<file path="config.mk">
export PLATFORM = sky130hd
export DESIGN_NAME = mem_req_port
export DESIGN_NICKNAME = d
export VERILOG_FILES = /design/src/rtl/mem_req_port.sv
export SDC_FILE = /design/constraint.sdc
export NUM_CORES = 1
export LEC_CHECK = 0
export ABC_AREA = 1
export CORE_ASPECT_RATIO = 0.8
export CORE_MARGIN = 3
export CORE_UTILIZATION = 47
export DETAILED_ROUTE_END_ITERATION = 7
export PLACE_DENSITY_LB_ADDON = 0.15
export SLEW_MARGIN = 20
export SYNTH_ARGS = -nofsm -noshare
export SYNTH_HDL_FRONTEND = slang
export SYNTH_SLANG_ARGS = --single-unit
</file>
<file path="constraint.sdc">
create_clock -name CLK -period 4.3 [get_ports CLK]
set_input_delay 0.645 -clock CLK [delete_from_list [all_inputs] [get_ports CLK]]
set_output_delay 0.645 -clock CLK [all_outputs]
set_load 0.1 [all_outputs]
</file>
<file path="src/rtl/mem_req_port.sv">
// Core-side requester for the shared-RAM arbiter: latches a read/write strobe, holds the request until granted, returns data with a done pulse.
// Optional grant-wait timeout enabled by defining MEMREQ_TIMEOUT_EN.
module mem_req_port #(
  parameter int         AW      = 8,
  parameter int         DW      = 8,
  parameter logic [7:0] TIMEOUT = 8'd32
) (
  input  logic          CLK,
  input  logic          rst,
  input  logic          cmd_rd,
  input  logic          cmd_wr,
  input  logic [AW-1:0] cmd_addr,
  input  logic [DW-1:0] cmd_wdata,
  output logic          busy,
  output logic          done,
  output logic [DW-1:0] rdata,
  output logic          err,
  output logic          rden,
  output logic          wren,
  output logic [AW-1:0] Address,
  output logic [DW-1:0] Din,
  input  logic          acq,
  input  logic [DW-1:0] RAMq
);

  typedef enum logic [1:0] {
    IDLE   = 2'd0,
    REQ    = 2'd1,
    RDWAIT = 2'd2,
    DONE   = 2'd3
  } state_t;

  state_t state;
  logic   req_wr;

`ifdef MEMREQ_TIMEOUT_EN
  logic [7:0] wait_cnt;
`endif

  // A strobe landing in the done cycle must be ignored, so done gates acceptance.
  logic strobe;
  assign strobe = (cmd_rd | cmd_wr) & ~done;

  always_ff @(posedge CLK or posedge rst) begin
    if (rst) begin
      state   <= IDLE;
      req_wr  <= 1'b0;
      busy    <= 1'b0;
      done    <= 1'b0;
      rdata   <= '0;
      rden    <= 1'b0;
      wren    <= 1'b0;
      Address <= '0;
      Din     <= '0;
`ifdef MEMREQ_TIMEOUT_EN
      wait_cnt <= 8'd0;
      err      <= 1'b0;
`endif
    end else begin
      done <= 1'b0;
`ifdef MEMREQ_TIMEOUT_EN
      err  <= 1'b0;
`endif
      case (state)
        IDLE: begin
          if (strobe) begin
            req_wr  <= cmd_wr;
            Address <= cmd_addr;
            Din     <= cmd_wr ? cmd_wdata : '0;
            wren    <= cmd_wr;
            rden    <= ~cmd_wr;
            busy    <= 1'b1;
            state   <= REQ;
`ifdef MEMREQ_TIMEOUT_EN
            wait_cnt <= 8'd0;
`endif
          end
        end
        REQ: begin
          // Grant beats the timeout when both land on the same edge.
          if (acq) begin
            rden    <= 1'b0;
            wren    <= 1'b0;
            Address <= '0;
            Din     <= '0;
            state   <= req_wr ? DONE : RDWAIT;
          end
`ifdef MEMREQ_TIMEOUT_EN
          else if (wait_cnt == TIMEOUT - 8'd1) begin
            rden    <= 1'b0;
            wren    <= 1'b0;
            Address <= '0;
            Din     <= '0;
            busy    <= 1'b0;
            err     <= 1'b1;
            state   <= IDLE;
          end else begin
            wait_cnt <= wait_cnt + 8'd1;
          end
`endif
        end
        RDWAIT: begin
          // The RAM already registered the address, so a dropped grant cannot abort this.
          rdata <= RAMq;
          state <= DONE;
        end
        DONE: begin
          done  <= 1'b1;
          busy  <= 1'b0;
          state <= IDLE;
        end
        default: begin
          state <= IDLE;
        end
      endcase
    end
  end

`ifndef MEMREQ_TIMEOUT_EN
  assign err = 1'b0;
`endif

endmodule

</file>
==> summary.md, run 1 <==
| Metric | Value |
|---|---|
| Post-Layout Cell Count | `269` |
| DR vias/cell | `4.90` |
| Critical R2R Capture | `Din[0]` |
| Worst Path Max Fanout | `2` |
| Initial core utilization | `52.2%` |
| CP Buf/Inv Count | `1` |
| Worst-path cell chain | `clkdlybuf4s50_1` |
| FF+latch area | `776 um^2` |
| Share of layout cells above drive strength 1 | `8.66%` |
| Setup_tns | `0 ns` |
| Die Ht | `56.9 um` |
| Postcts setup bufs | `0` |
| H-tree depth | `2` |
| Detail Route Antenna Nets | `0` |
| WL final | `3.78 mm` |
| Antenna diode count | `0` |
| Clk pin slew, worst setup/hold paths | `0.07 ns` |
| PostCTS Resize Cnt | `0` |
| Drt first pass iters | `4` |
| CTS Root Cell | `clkbuf_8` |
| Clk_lat worst skew | `0.28 ns` |
| PortBufs | `56` |
| CP Launch Type | `register` |
| CP Class | `register to output port` |
| Filler Cells Inserted | `200` |
| Core ar. | `0.00291 mm^2` |
| Most frequent cells in the layout | `nand2_1 (56), clkdlybuf4s50_1 (56), dfrtp_1 (31)` |
| # nets final | `265` |
| Vias | `1319` |
| GP Congestion | `0.782` |
| TritonCTS Buffers | `5` |
| First-pass GRT wire length | `6.09 mm` |
| Max transition margin | `33.4%` |
| Crit path max-delay family | `buffers and inverters` |
| Max-slew violations | `0` |
| GR Util met1 | `25.2%` |
| Area occupied by multi-input gates | `617 um^2` |
| Endpoints failing setup | `0` |
| Worst Hold End | `Din[6]` |
| Remaining DRCs | `0` |
| Skew final | `0.00829 ns` |
| Max-cap violations | `0` |
| Synthesized instance count | `176` |
| Critical R2R Launch | `state[0]` |
| Min cycle time layout | `2.45 ns` |
| Placed cell count | `261` |
| Endpoint class of the critical path | `output port` |
| Met3 Use GR | `6.98%` |
| Worst-Margin Slew | `0.995 ns` |
| Reg-to-reg slack, setup | `2.30 ns` |
| Die area | `0.00396 mm^2` |
| CTS tree | `built` |
| FP Rows | `17` |
| Final-report hold violation count | `0` |
| Synthesized area | `0.00152 mm^2` |
| Fmax achieved | `408 MHz` |
| Unrepaired setup endpoints after global routing | `no` |
| Crit path DAT | `1.81 ns` |
| Initial antenna violation count | `0` |
| GRT Overall Usage | `20.0%` |
| Synthesized Nets | `211` |
| Final period util | `57.0%` |
| Clock sinks | `31` |
| Initial DRC count | `117` |
| Area growth, synth to finish | `43.8%` |
| Mean Syn Cell Area | `8.64 um^2` |
| Worst r2r path cells | `6` |
| Total gr overflow | `0` |
| Global routing usage on met2 | `32.2%` |
| DPL Wire Length | `2.72 mm` |
| Worst Hold Depth | `2` |
| Yosys cell types | `16` |
| Critical Path Slowest Stage Cell | `clkdlybuf4s50_1` |
| Clock Tree Buf Depth | `2` |
| Crit-path max cell delay | `1.14 ns` |
| Hold crit path type | `register to register` |
| Count of state elements after synthesis | `31` |
| Chip width | `69.6 um` |
| Hold Buf Count CTS | `0` |
| Critical Path RT | `3.65 ns` |
| Post-Route Utilization | `75.0%` |
| Hold Path Origin | `Din[6]` |
| Post-synthesis sequential area ratio | `51.0%` |
| Global-route layer with the greatest usage | `met2` |
| I/O pin total | `58` |
| Yosys warns | `0` |
| Vias in the first global route | `1285` |
| Largest net degree at the start of global routing | `32` |
| Status | `complete, no violations` |
| Wire per inst | `14.1 um` |
==> sequential cells by signal, indices dropped and copies added (netlist names) <==
register / count
req_wr: 1
Din: 8
Address: 8
busy: 1
wren: 1
rden: 1
state: 2
done: 1
rdata: 8
==> routing by layer <==
metal / vias to the layer above / share of wire [%]
met5: - / 0
met4: 0 / 0.90
met3: 6 / 6.9
met2: 61 / 48
met1: 609 / 44
li1: 643 / -
==> stage by stage <==
stage               area, um^2  hold slack, ns  setup slack, ns
detailed placement        2070           0.459             1.67
global route              2190           0.493             1.78
floorplan                 1520           0.453             2.61
global placement          2070           0.456             1.79
finish                    2190           0.477             1.85
CTS                       2190           0.476             1.85
==> synth_stat cells <==
master     n  area [um^2]
nand2_1   56          210
dfrtp_1   31          776
nand3_1   23          115
inv_1     18         67.6
nor2_1    18         67.6
mux2_2     8         90.1
ha_1       6         75.1
buf_2      3         15.0
buf_4      2         15.0
buf_6      2         22.5
clkbuf_1   2         7.51
nand2_4    2         22.5
o21ai_0    2         10.0
and2_1     1         6.26
conb_1     1         3.75
o21ai_4    1         16.3
==> worst max-delay path by stage <==
| stage | start | to | slack [ns] | cells past startpoint |
|---|---|---|---|---|
| after global placement | cmd_wr | Din[0] | 1.79 | 6 |
| after CTS | rden | rden | 1.85 | 1 |
| after floorplan | done | Address[0] | 2.61 | 7 |
| final | Din[3] | Din[3] | 1.85 | 1 |
| after global routing | cmd_wr | Din[7] | 1.78 | 6 |
| after detailed placement | cmd_wr | Din[4] | 1.67 | 6 |
==> cell families (layout without fill, tap and decap cells) <==
family / Yosys count / in the layout / share of synthesized area [%]
flops: 31 / 31 / 51.0
fa+ha+maj: 6 / 6 / 4.94
compound gates: 3 / 3 / 1.73
simple gates: 100 / 100 / 27.7
buf+inv: 27 / 82 / 8.39
mux: 8 / 8 / 5.93
other cells: 1 / 1 / 0.247
==> final cells by class <==
class                      instances  area share (%)
clock inverter                     2            1.60
inverter                          18            3.09
multi-input combinational        118            28.2
sequential                        31            35.5
tap                               38            2.18
clock buffer                       6            3.78
timing repair buffer              56            25.6
Power of run 1 is not shown: default switching activity piles up to over one toggle a cycle in this logic, so the estimate is an artifact.
==> run 2: changes to the inputs <==
--- a/config.mk
+++ b/config.mk
@@ -8,7 +8,7 @@
 export ABC_AREA = 1
 export CORE_ASPECT_RATIO = 0.8
 export CORE_MARGIN = 3
-export CORE_UTILIZATION = 47
+export CORE_UTILIZATION = 43
 export DETAILED_ROUTE_END_ITERATION = 7
 export PLACE_DENSITY_LB_ADDON = 0.15
 export SLEW_MARGIN = 20
==> constraint.sdc (replaced) <==
create_clock -name CLK -period 2.5 [get_ports CLK]
set_input_delay 0.375 -clock CLK [delete_from_list [all_inputs] [get_ports CLK]]
set_output_delay 0.375 -clock CLK [all_outputs]
set_load 0.1 [all_outputs]
==> summary.md, run 2 (synthesized netlist as in run 1, its figures left out) <==
| Metric | Value |
|---|---|
| Largest net degree at the start of global routing | `32 (unchanged)` |
| Fmax achieved | `501 MHz` |
| # nets final | `268 (was 265)` |
| Vias in the first global route | `1282 (was 1285)` |
| GP Congestion | `0.794 (was 0.782)` |
| PostCTS Resize Cnt | `0 (unchanged)` |
| CP Buf/Inv Count | `1 (unchanged)` |
| Max transition margin | `62.9% (was 33.4%)` |
| Crit path max-delay family | `compound AO/OA/AOI/OAI gates (was buffers and inverters)` |
| Filler Cells Inserted | `294 (was 200)` |
| Status | `complete, no violations (unchanged)` |
| Crit-path max cell delay | `0.55 ns (was 1.14 ns)` |
| Area growth, synth to finish | `38.7% (was 43.8%)` |
| Hold Buf Count CTS | `0 (unchanged)` |
| CP Launch Type | `register (unchanged)` |
| Die area | `0.00429 mm^2 (was 0.00396 mm^2)` |
| H-tree depth | `2 (unchanged)` |
| Hold crit path type | `register to register (unchanged)` |
| Critical Path RT | `2.66 ns (was 3.65 ns)` |
| TritonCTS Buffers | `5 (unchanged)` |
| Chip width | `72.5 um (was 69.6 um)` |
| I/O pin total | `58 (unchanged)` |
| Core ar. | `0.00324 mm^2 (was 0.00291 mm^2)` |
| Drt first pass iters | `6 (was 4)` |
| Final period util | `79.8%` |
| CP Class | `register to register (was register to output port)` |
| Crit path DAT | `2.16 ns (was 1.81 ns)` |
| Initial antenna violation count | `0 (unchanged)` |
| Clk pin slew, worst setup/hold paths | `0.07 ns (about the same)` |
| Setup_tns | `0 ns (unchanged)` |
| WL final | `3.49 mm (was 3.78 mm)` |
| Remaining DRCs | `0 (unchanged)` |
| Clock sinks | `31 (unchanged)` |
| Initial core utilization | `46.9% (was 52.2%)` |
| Max-slew violations | `0 (unchanged)` |
| Worst Path Max Fanout | `19 (was 2)` |
| Critical Path Slowest Stage Cell | `o21ai_4 (was clkdlybuf4s50_1)` |
| Die Ht | `59.2 um (was 56.9 um)` |
| Initial DRC count | `55 (was 117)` |
| FP Rows | `18 (was 17)` |
| GRT Overall Usage | `17.7% (was 20.0%)` |
| Worst-Margin Slew | `0.554 ns (was 0.995 ns)` |
| Vias | `1350 (was 1319)` |
| Max-cap violations | `0 (unchanged)` |
| CTS tree | `built (unchanged)` |
| Most common cell after layout, fill and taps aside | `nand2_1` |
| Worst-path cell chain | `inv_1, ha_1, o21ai_4, nand2_4, nand2_1, nand2_1 (was clkdlybuf4s50_1)` |
| Postcts setup bufs | `0 (unchanged)` |
| Detail Route Antenna Nets | `0 (unchanged)` |
| Top Registers | `Address (8), Din (8), rdata (8) (unchanged)` |
| CTS Root Cell | `clkbuf_8 (unchanged)` |
| Share of layout cells above drive strength 1 | `20.9% (was 8.66%)` |
| DPL Wire Length | `2.58 mm (was 2.72 mm)` |
| Wire per inst | `12.7 um (was 14.1 um)` |
| Endpoints failing setup | `0 (unchanged)` |
| Unrepaired setup endpoints after global routing | `no (unchanged)` |
| First-pass GRT wire length | `5.67 mm (was 6.09 mm)` |
| Antenna diode count | `0 (unchanged)` |
| Min cycle time layout | `1.99 ns` |
| Final-report hold violation count | `0 (unchanged)` |
| Critical path's most frequent cell | `nand2_1` |
| DR vias/cell | `4.93 (was 4.90)` |
| Skew final | `0.0120 ns (was 0.00829 ns)` |
| Clk_lat worst skew | `0.28 ns (about the same)` |
| PortBufs | `56 (unchanged)` |
| Endpoint class of the critical path | `register (was output port)` |
| Most frequent cells in the layout | `nand2_1 (56), dfrtp_1 (31), buf_4 (31) (was nand2_1 (56), clkdlybuf4s50_1 (56), dfrtp_1 (31))` |
| Total gr overflow | `0 (unchanged)` |
| Clock Tree Buf Depth | `2 (unchanged)` |
## run 2: cell types whose count changed in the layout (fill, tap and decap cells not counted), sizes merged
cell / delta
buf: +31
clkdlybuf4s50: -28
clkinvlp: +1
bufinv: -1
## run 2: layout make-up
| type | instances | area, um^2 | share of cell area (%) |
|---|---|---|---|
| flip-flops and latches | 31 | 776 | 36.8 |
| multi-input cells | 118 | 617 | 29.3 |
| repair buffers | 59 | 513 | 24.3 |
| clock buffers | 6 | 72.6 | 3.44 |
| inverters | 18 | 67.6 | 3.20 |
| well taps | 40 | 50.0 | 2.37 |
| clock inverters | 2 | 12.5 | 0.593 |
## run 2: final timing paths
check                            from         end  slack (ns)  depth (start not counted)
hold reg to reg            Address[6]  Address[6]        0.47                          2
min in group asynchronous         rst  Address[0]        0.48                          3
setup reg to reg             state[1]      Din[4]        0.51                          6
hold / removal             Address[6]  Address[6]        0.47                          2
setup / recovery             state[1]      Din[4]        0.51                          6
max in group asynchronous         rst        busy        1.72                          3
## run 2: metal layers
layer / vias to the layer above / global-route usage [%] / share of wire [%]
met5: - / 0 / 0
met4: 0 / 7.63 / 1.3
met3: 10 / 7.46 / 9.0
met2: 63 / 28.0 / 46
met1: 620 / 21.4 / 44
li1: 657 / - / -
## run 2: worst register-to-register path: cells and delay by family (launching register included)
kind                       cells  cell delay (ns)
buffers and inverters          1             0.11
adders and majority gates      1             0.38
AOI/OAI and AO/OA              1             0.55
and+or+nand+nor                3             0.43
DFF                            1             0.40
## run 2: through the flow
step | hold slack, ns | instance area [um^2] | utilization (%) | cells | setup slack, ns
2_1_floorplan | 0.453 | 1520 | - | 176 | 0.809
3_3_place_gp | 0.455 | 2020 | 62.4 | 266 | 0.642
3_5_place_dp | 0.459 | 2020 | 62.4 | 266 | 0.523
4_1_cts | 0.476 | 2110 | 65.0 | 274 | 0.504
5_1_grt | 0.498 | 2110 | 65.0 | 274 | 0.363
6_report | 0.473 | 2110 | 65.0 | 274 | 0.506
Power of run 2 is left out for the same reason.
